[config.mk]
export PLATFORM = sky130hd
export DESIGN_NAME = vfpu_norm_round
export DESIGN_NICKNAME = d
export VERILOG_FILES = /design/src/rtl/vfpu_norm_round.sv
export SDC_FILE = /design/constraint.sdc
export NUM_CORES = 1
export LEC_CHECK = 0
export CORE_UTILIZATION = 58
export DETAILED_ROUTE_END_ITERATION = 10
export GPL_TIMING_DRIVEN = 0
export PLACE_DENSITY = 0.88
export SLEW_MARGIN = 20
export SYNTH_ARGS = -nofsm -noshare
export SYNTH_HDL_FRONTEND = slang
export SYNTH_SLANG_ARGS = --single-unit
[constraint.sdc]
create_clock -name clk_i -period 5.83 [get_ports clk_i]
set_input_delay 1.4575 -clock clk_i [delete_from_list [all_inputs] [get_ports clk_i]]
set_output_delay 1.4575 -clock clk_i [all_outputs]
set_load 0.02 [all_outputs]
[src/rtl/vfpu_norm_round.sv]
// vfpu_norm_round: normalize and round-to-nearest-even stage behind a 2-deep valid/ready pipe.
// Ports: clk_i / rst_ni      clock and asynchronous active-low reset
//        clear_i             synchronous flush of both stages
//        in_valid_i/in_ready_o, in_sign_i, in_exp_i, in_mant_i   unnormalized input beat
//        out_valid_o/out_ready_i, out_result_o {sign,exp,frac}, out_flags_o {ovf,unf,inexact,zero}

module vfpu_lod #(
    parameter int WIDTH = 28,
    parameter int IW    = $clog2(WIDTH)
) (
    input  logic [WIDTH-1:0] in_i,
    output logic [IW-1:0]    idx_o,
    output logic             no_ones_o
);
    // Scanning upward lets the highest set bit win; index counts from the MSB.
    always_comb begin
        idx_o = '0;
        for (int i = 0; i < WIDTH; i++)
            if (in_i[i]) idx_o = IW'(WIDTH - 1 - i);
        no_ones_o = ~|in_i;
    end
endmodule

module vfpu_norm_round #(
    parameter int EXP_WIDTH  = 8,
    parameter int MANT_WIDTH = 23,
    parameter int BIAS       = 127
) (
    input  logic                              clk_i,
    input  logic                              rst_ni,
    input  logic                              clear_i,
    input  logic                              in_valid_i,
    output logic                              in_ready_o,
    input  logic                              in_sign_i,
    input  logic signed [EXP_WIDTH+1:0]       in_exp_i,
    input  logic [MANT_WIDTH+4:0]             in_mant_i,
    output logic                              out_valid_o,
    input  logic                              out_ready_i,
    output logic [EXP_WIDTH+MANT_WIDTH:0]     out_result_o,
    output logic [3:0]                        out_flags_o
);
    localparam int W  = MANT_WIDTH + 5;
    localparam int EW = EXP_WIDTH + 2;
    localparam int IW = $clog2(W);
    localparam int RW = 1 + EXP_WIDTH + MANT_WIDTH;
    localparam logic signed [EW-1:0] EXP_ONE  = EW'(1);
    localparam logic signed [EW-1:0] EXP_ZERO = EW'(0);
    localparam logic signed [EW-1:0] EXP_MAX  = EW'((1 << EXP_WIDTH) - 1);

    logic                 r_s1_valid, r_s1_sign, r_s1_zero, r_s2_valid;
    logic signed [EW-1:0] r_s1_exp;
    logic [W-2:0]         r_s1_mant;
    logic [RW-1:0]        r_result;
    logic [3:0]           r_flags;

    logic                 w_s2_ready, w_in_ready, w_in_fire, w_s1_fire;
    logic [IW-1:0]        w_idx, w_lshift;
    logic                 w_no_ones;
    logic [W-2:0]         w_norm_mant;
    logic signed [EW-1:0] w_norm_exp, w_rnd_exp;
    logic [MANT_WIDTH:0]  w_frac_sum;
    logic                 w_round_up, w_inexact, w_under, w_over;
    logic [RW-1:0]        w_result;
    logic [3:0]           w_flags;

    vfpu_lod #(.WIDTH(W)) u_lod (
        .in_i      (in_mant_i),
        .idx_o     (w_idx),
        .no_ones_o (w_no_ones)
    );

    assign w_s2_ready = ~r_s2_valid | out_ready_i;
    assign w_in_ready = ~r_s1_valid | w_s2_ready;
    assign w_in_fire  = in_valid_i & w_in_ready;
    assign w_s1_fire  = r_s1_valid & w_s2_ready;

    // Normalize: bit W-1 of the shifted mantissa is always zero, so only W-1 bits are kept.
    // A carry shifts right with both dropped low bits folded into sticky.
    always_comb begin
        w_lshift    = w_idx - IW'(1);
        w_norm_mant = (w_idx == '0) ? {in_mant_i[W-1:2], |in_mant_i[1:0]}
                                    : in_mant_i[W-2:0] << w_lshift;
        w_norm_exp  = (w_idx == '0) ? in_exp_i + EXP_ONE
                                    : in_exp_i - $signed(EW'(w_lshift));
    end

    // Round to nearest even on {G,R,S} = r_s1_mant[2:0]; a fraction carry-out bumps the exponent.
    always_comb begin
        w_round_up = r_s1_mant[2] & (r_s1_mant[1] | r_s1_mant[0] | r_s1_mant[3]);
        w_frac_sum = {1'b0, r_s1_mant[MANT_WIDTH+2:3]} + {{MANT_WIDTH{1'b0}}, w_round_up};
        w_rnd_exp  = r_s1_exp + $signed({{(EW-1){1'b0}}, w_frac_sum[MANT_WIDTH]});
        w_inexact  = |r_s1_mant[2:0];
        w_under    = w_rnd_exp <= EXP_ZERO;
        w_over     = w_rnd_exp >= EXP_MAX;
        w_result   = (r_s1_zero | w_under) ? {r_s1_sign, {(RW-1){1'b0}}}
                   : w_over ? {r_s1_sign, {EXP_WIDTH{1'b1}}, {MANT_WIDTH{1'b0}}}
                   : {r_s1_sign, w_rnd_exp[EXP_WIDTH-1:0], w_frac_sum[MANT_WIDTH-1:0]};
        w_flags    = r_s1_zero ? 4'b0001 : w_under ? 4'b0111 : w_over ? 4'b1010
                   : {2'b00, w_inexact, 1'b0};
    end

    always_ff @(posedge clk_i or negedge rst_ni) begin
        if (!rst_ni) begin
            r_s1_valid <= 1'b0;
            r_s1_sign  <= 1'b0;
            r_s1_zero  <= 1'b0;
            r_s1_exp   <= '0;
            r_s1_mant  <= '0;
            r_s2_valid <= 1'b0;
            r_result   <= '0;
            r_flags    <= '0;
        end else if (clear_i) begin
            r_s1_valid <= 1'b0;
            r_s2_valid <= 1'b0;
        end else begin
            if (w_in_ready) r_s1_valid <= in_valid_i;
            if (w_in_fire) begin
                r_s1_sign <= in_sign_i;
                r_s1_zero <= w_no_ones;
                r_s1_exp  <= w_norm_exp;
                r_s1_mant <= w_norm_mant;
            end
            if (w_s2_ready) r_s2_valid <= r_s1_valid;
            if (w_s1_fire) begin
                r_result <= w_result;
                r_flags  <= w_flags;
            end
        end
    end

    assign in_ready_o   = w_in_ready;
    assign out_valid_o  = r_s2_valid;
    assign out_result_o = r_result;
    assign out_flags_o  = r_flags;
endmodule

After elaboration in Yosys (flattened, before gate mapping)
Index checks and enable logic that the tools add are counted.
Word-level totals
  flip-flop bits (word level): 76
  bits of input ports: 44
  output and inout bits: 38
  word-level logic and storage cells: 75
Operators by class
  add/sub/neg operators: 5
  magnitude comparators: 2
  shift-type cells: 1
  muxes and demuxes: 39
  bitwise operators: 11
  reductions and logical operators: 9
Operators with widths (count)
  $mux W5: 28
  $mux W31: 2
  $reduce_or A28 Y1: 1
  $shl A27 B5 Y26: 1
  $mux W26: 1
  $add A23 B1 Y24: 1
  $mux W4: 3
  $add A10 B2 Y10: 1
  $add A10 B2 Y10 const B: 1
  $ge A10 B9 Y1 const B: 1
  $le A10 B1 Y1 const B: 1
  $mux W10: 1
  $sub A10 B6 Y10: 1
  $logic_not A5 Y1: 1
  $or A1 B1 Y1: 5
  $sub A5 B1 Y5 const B: 1
  $mux W1: 4
  $reduce_and A2 Y1: 2
  $reduce_bool A2 Y1: 2
  $and A1 B1 Y1: 3
  $not A1 Y1: 3
  $reduce_or A3 Y1: 1
  $reduce_or A2 Y1: 1
  $logic_not A1 Y1: 1

Logic depth before layout (Yosys ltp)
  word-level depth: 31
  gate-level depth with buffers: 24
  gate-level depth less buffers: 18

Cells and area by module
Synthesis repeated with hierarchy kept, for this count alone.
Second synthesis, totals
  cells, all modules: 674
  area, all modules: 5843.1 um^2
By module, submodules not included
  vfpu_norm_round: times used 1, cells each 612, area an instance 5486.5 um^2, seq. area each 1901.8 um^2
  vfpu_lod: times used 1, cells each 62, area an instance 356.6 um^2, seq. area each 0.0 um^2

Worst setup path after synthesis
Ideal clock, no wire load.
  path kind: input to register
  start: in in_mant_i[9]
  end: reg r_s1_exp[9]
  library setup time: 0.130 ns
  arrival: 5.666 ns
  required time: 5.700 ns
  setup slack: 0.035 ns
  cell stages on the path: 23
  path buffers: 6
  cells stage by stage: buf_2 -> a21oi_1 -> o2111a_2 -> a221oi_4 -> buf_6 -> buf_6 -> inv_1 -> ha_1 -> clkbuf_1 -> buf_2 -> clkbuf_1 -> xnor2_1 -> nor2_1 -> ha_1 -> a21o_1 -> a21oi_1 -> nor2b_1 -> o21a_1 -> nor4_1 -> o41ai_1 -> a21oi_1 -> xnor2_1 -> o21ai_1
On the way
  cells in the longest elaborated chain, start to end: 22
  elaborated cells between the ends (all ways): 23
  classes of those cells: add/sub: 2; mux: 20; reduce/logical: 1
RTL lines
  from (decl): RTL line 36  | input logic [MANT_WIDTH+4:0] in_mant_i,
  $mux W5 (*) (19 in series): RTL line 19  | if (in_i[i]) idx_o = IW'(WIDTH - 1 - i);
  $sub A5 B1 Y5: RTL line 80  | w_lshift = w_idx - IW'(1);
  $sub A10 B6 Y10: RTL line 84  | : in_exp_i - $signed(EW'(w_lshift));
  $mux W10 (*): RTL line 83  | w_norm_exp = (w_idx == '0) ? in_exp_i + EXP_ONE
  to (signal assigned): RTL line 120  | r_s1_exp <= w_norm_exp;
  to (decl): RTL line 51  | logic signed [EW-1:0] r_s1_exp;
Mark *: on every way between the ends. The rest lies on a longest branch, timed or not.
A chain may end at the register's enable or synchronous reset.

Worst setup path in the final report
  start: in in_mant_i[15]
  end: reg r_s1_exp[8]
On the way
  cells in the longest elaborated chain, start to end: 16
  elaborated cells between the ends (all ways): 17
  classes of those cells: add/sub: 2; mux: 14; reduce/logical: 1
RTL lines (RTL line)
  $mux W5 (*) (13 in series): 19
  $sub A5 B1 Y5: 80
  $sub A10 B6 Y10: 84
  $mux W10 (*): 83
Marks and branches as above.

==> key figures <==
Outcome
  • Status: completed

STA
  • Clock skew: between 0.007 and 0.008 ns
  • Setup TNS: 0 ns
  • Crit path time final: 5.551 ns
  • Slew of the pin with the lowest slew margin: 0.6503 ns
  • Max Freq: 0.1802 GHz
  • Max-Slew Margin vs Limit: 56.29%
  • Pins over their slew limit: 0
  • Fin crit share: between 90% and 100%
  • Final hold vios: 0
  • Setup violators final: 0

Floorplan
  • Die Span Y: 102.8 um
  • Initial Util: roughly three fifths
  • Row Count: 36
  • Top Ports: 82
  • Area of the die: between 10000 and 15000 um^2
  • Die W: 102.8 um
  • CORE AREA: about 9800 um^2

Global routing
  • Largest net degree at the start of global routing: 53
  • Initial antenna violation count: 0
  • First-pass GRT wire length: between 20000 and 30000 um
  • Tot GR Track Use: 36.65%
  • Met2 usage: 61.95%
  • Vias in the first global route: 5341
  • GRT overflow: 0
  • Met3 Use GR: 4.881%
  • Busiest layer in global routing: met2
  • Met1 GRT Util: 47.23%

Final layout
  • Post-layout nets: 794
  • N_diodes: 0
  • Design area: roughly 7200 um^2
  • Filler cell count in the final layout: 734
  • Most frequent cells in the layout: nand2_1, dfrtp_1, nor2_1, clkdlybuf4s50_1, a21oi_1
  • Final core utilization: 72.83%
  • P&R area growth vs syn: 21.44%
  • Share of layout cells above drive strength 1: 13.28%
  • Commonest non-fill, non-tap cell in the layout: nand2_1
  • Final Instance Count excl. Fillers: 871

Yosys
  • Synth Instances: ~640
  • Mapped Nets: 705
  • Post-synth EDFFs: 0
  • Cell Area, Synth: about 5900 um^2
  • Yosys warns: 0
  • Top_reg_cell synth: dfrtp_1
  • Synthesized flop and latch total: 76
  • Synth unique cells: 79
  • Register area share after synthesis: 32.29%
  • Average cell area after synthesis: 9.145 um^2
  • Post-synth ARST share: between 90% and 100%

Worst setup path
  • Crit Path Category: input port to register
  • R2R setup slack: just over 0.9 ns
  • Type of element capturing the critical path: register
  • Startpoint types: input port
  • WP data required: roughly 6.1 ns
  • Crit Path Max Fanout: 10
  • WP data arrival: 5.78 ns

Place
  • Placed cell areas: 6822 um^2
  • Count of buffers from port buffering: between 70 and 80
  • Placed cell count: 852
  • DP Wirelength: between 10000 and 15000 um
  • Final GP Congestion: 0.9584

Detailed routing
  • Drt first pass iters: 5
  • Drt wl/cell: around 21 um
  • Routed vias/inst: roughly 6.5
  • Via Count: roughly 5600
  • Final wirelength: 18310 um
  • Antenna Violating Nets Remaining: 0
  • Starting DRT DRC Count: 472
  • Remaining DRCs: 0

Min path
  • Worst Hold Class: register to register

Clocking
  • H-tree Lvls: 3
  • Clock Latency Late Sink: between 0.3 and 0.4 ns
  • CTS Root Buffer Type: clkbuf_8
  • CTS sink count: 76
  • CTS Buffer Depth: 2
  • CTS Buf Count: 9
  • CTS clk-pin slew, worst paths: ~0.070 ns
  • CTS tree: built

Run
  • Max cap viols: 0

Pwr
  • Power Density: between 300 and 400 nW/um^2
  • Overall Power: roughly 2.2 mW
  • Leakage: approximately 3.0 nW
  • Maximum VDD drop: 0.1879 mV
==> critical path, stage by stage <==
cell	delay, ns
dlygate4sd2_1	0.35
nor2_2	0.23
o31ai_1	0.11
a2111oi_2	0.43
o21ai_1	0.25
buf_4	0.21
buf_4	0.15
a31o_4	0.26
and2_4	0.14
buf_6	0.14
buf_8	0.15
and3_1	0.19
ha_1	0.27
nor2b_1	0.13
ha_1	0.30
inv_1	0.09
o21bai_1	0.09
a21oi_2	0.19
o21bai_1	0.08
a21oi_1	0.18
xor2_1	0.26
o21ai_0	0.13
==> cell families after synthesis <==
kind of cell | Yosys count | synth area share [%]
flip-flops | 76 | 32.29
buffers and inverters | 58 | 4.737
AND/OR/NAND/NOR | 242 | 20.06
adder cells (fa/ha/maj) | 17 | 3.739
multiplexers | 44 | 13.32
AO/OA/AOI/OAI | 166 | 19.76
XOR/XNOR | 41 | 6.097
==> synth_stat cells (12+ instances only) <==
| cell | number | area, um^2 |
|---|---|---|
| nand2_1 | 88 | 330.3 |
| dfrtp_1 | 76 | 1902 |
| nor2_1 | 58 | 217.7 |
| a21oi_1 | 39 | 195.2 |
| o21ai_0 | 32 | 160.2 |
| clkbuf_1 | 24 | 90.09 |
| xnor2_1 | 21 | 183.9 |
| xor2_1 | 20 | 175.2 |
| mux4_2 | 19 | 427.9 |
| nand3_1 | 19 | 95.09 |
| nor3_1 | 17 | 85.08 |
| ha_1 | 16 | 200.2 |
| inv_1 | 14 | 52.55 |
| o21ai_1 | 14 | 70.07 |
| buf_2 | 12 | 60.06 |
| mux2i_1 | 12 | 120.1 |
==> report_power, final <==
group | switching, mW | internal, mW | total (mW)
combinational | 0.520 | 0.421 | 0.941
clock | 0.188 | 0.251 | 0.439
sequential | 0.122 | 0.659 | 0.781
total | 0.830 | 1.33 | 2.16
==> repair_timing <==
item,CTS,global route
hold buffers,0,0
pin swaps,3,3
setup endpoints to repair,7,3
gates resized for setup,25,13
setup buffers,5,1
==> per-layer routing <==
| metal | wire length, um | vias to the layer above |
|---|---|---|
| met3 | 1210 | 56 |
| met1 | 7504 | 2723 |
| li1 | - | 2580 |
| met2 | 8867 | 286 |
| met5 | 0 | - |
| met4 | 726 | 0 |
==> area by class of cell <==
class	count	area (um^2)	area share (%)
Timing Repair Buffer	81	819.5	11.46
Clock buffer	11	141.4	1.977
Buffer	41	219.0	3.062
Multi-Input combinational cell	510	3776	52.80
Tap cell	133	166.4	2.327
Inverter	14	52.55	0.7348
Sequential cell	76	1902	26.59
Clock inverter	5	75.07	1.050
==> state kept, by name, summed over array words and instances (netlist names) <==
name / flops
r_s1_zero: 1
out_flags_o: 4
r_s1_sign: 1
r_s1_exp: 10
r_s1_mant: 26
out_valid_o: 1
r_s1_valid: 1
out_result_o: 32
==> metrics by stage <==
stage / worst slack (ns) / hold WS [ns]
finish: 0.2793 / 0.4858
global route: -0.007105 / 0.5293
CTS: 0.007379 / 0.4862
detailed placement: -1.401 / 0.4679
global placement: -1.291 / 0.4505
floorplan: 0.03475 / 0.4417
==> path summary, 6_finish.rpt <==
kind	start	endpoint	depth (start not counted)
worst max-delay path	in_mant_i[15]	r_s1_exp[8]	22
worst min-delay path	r_s1_mant[1]	r_s1_mant[1]	2
worst max register to register	r_s1_mant[3]	out_result_o[12]	19
worst min register to register	r_s1_mant[1]	r_s1_mant[1]	2
max in group asynchronous	rst_ni	r_s1_mant[23]	2
min in group asynchronous	rst_ni	r_s1_exp[6]	1
Note: power is estimated with default switching activity, not from simulation.
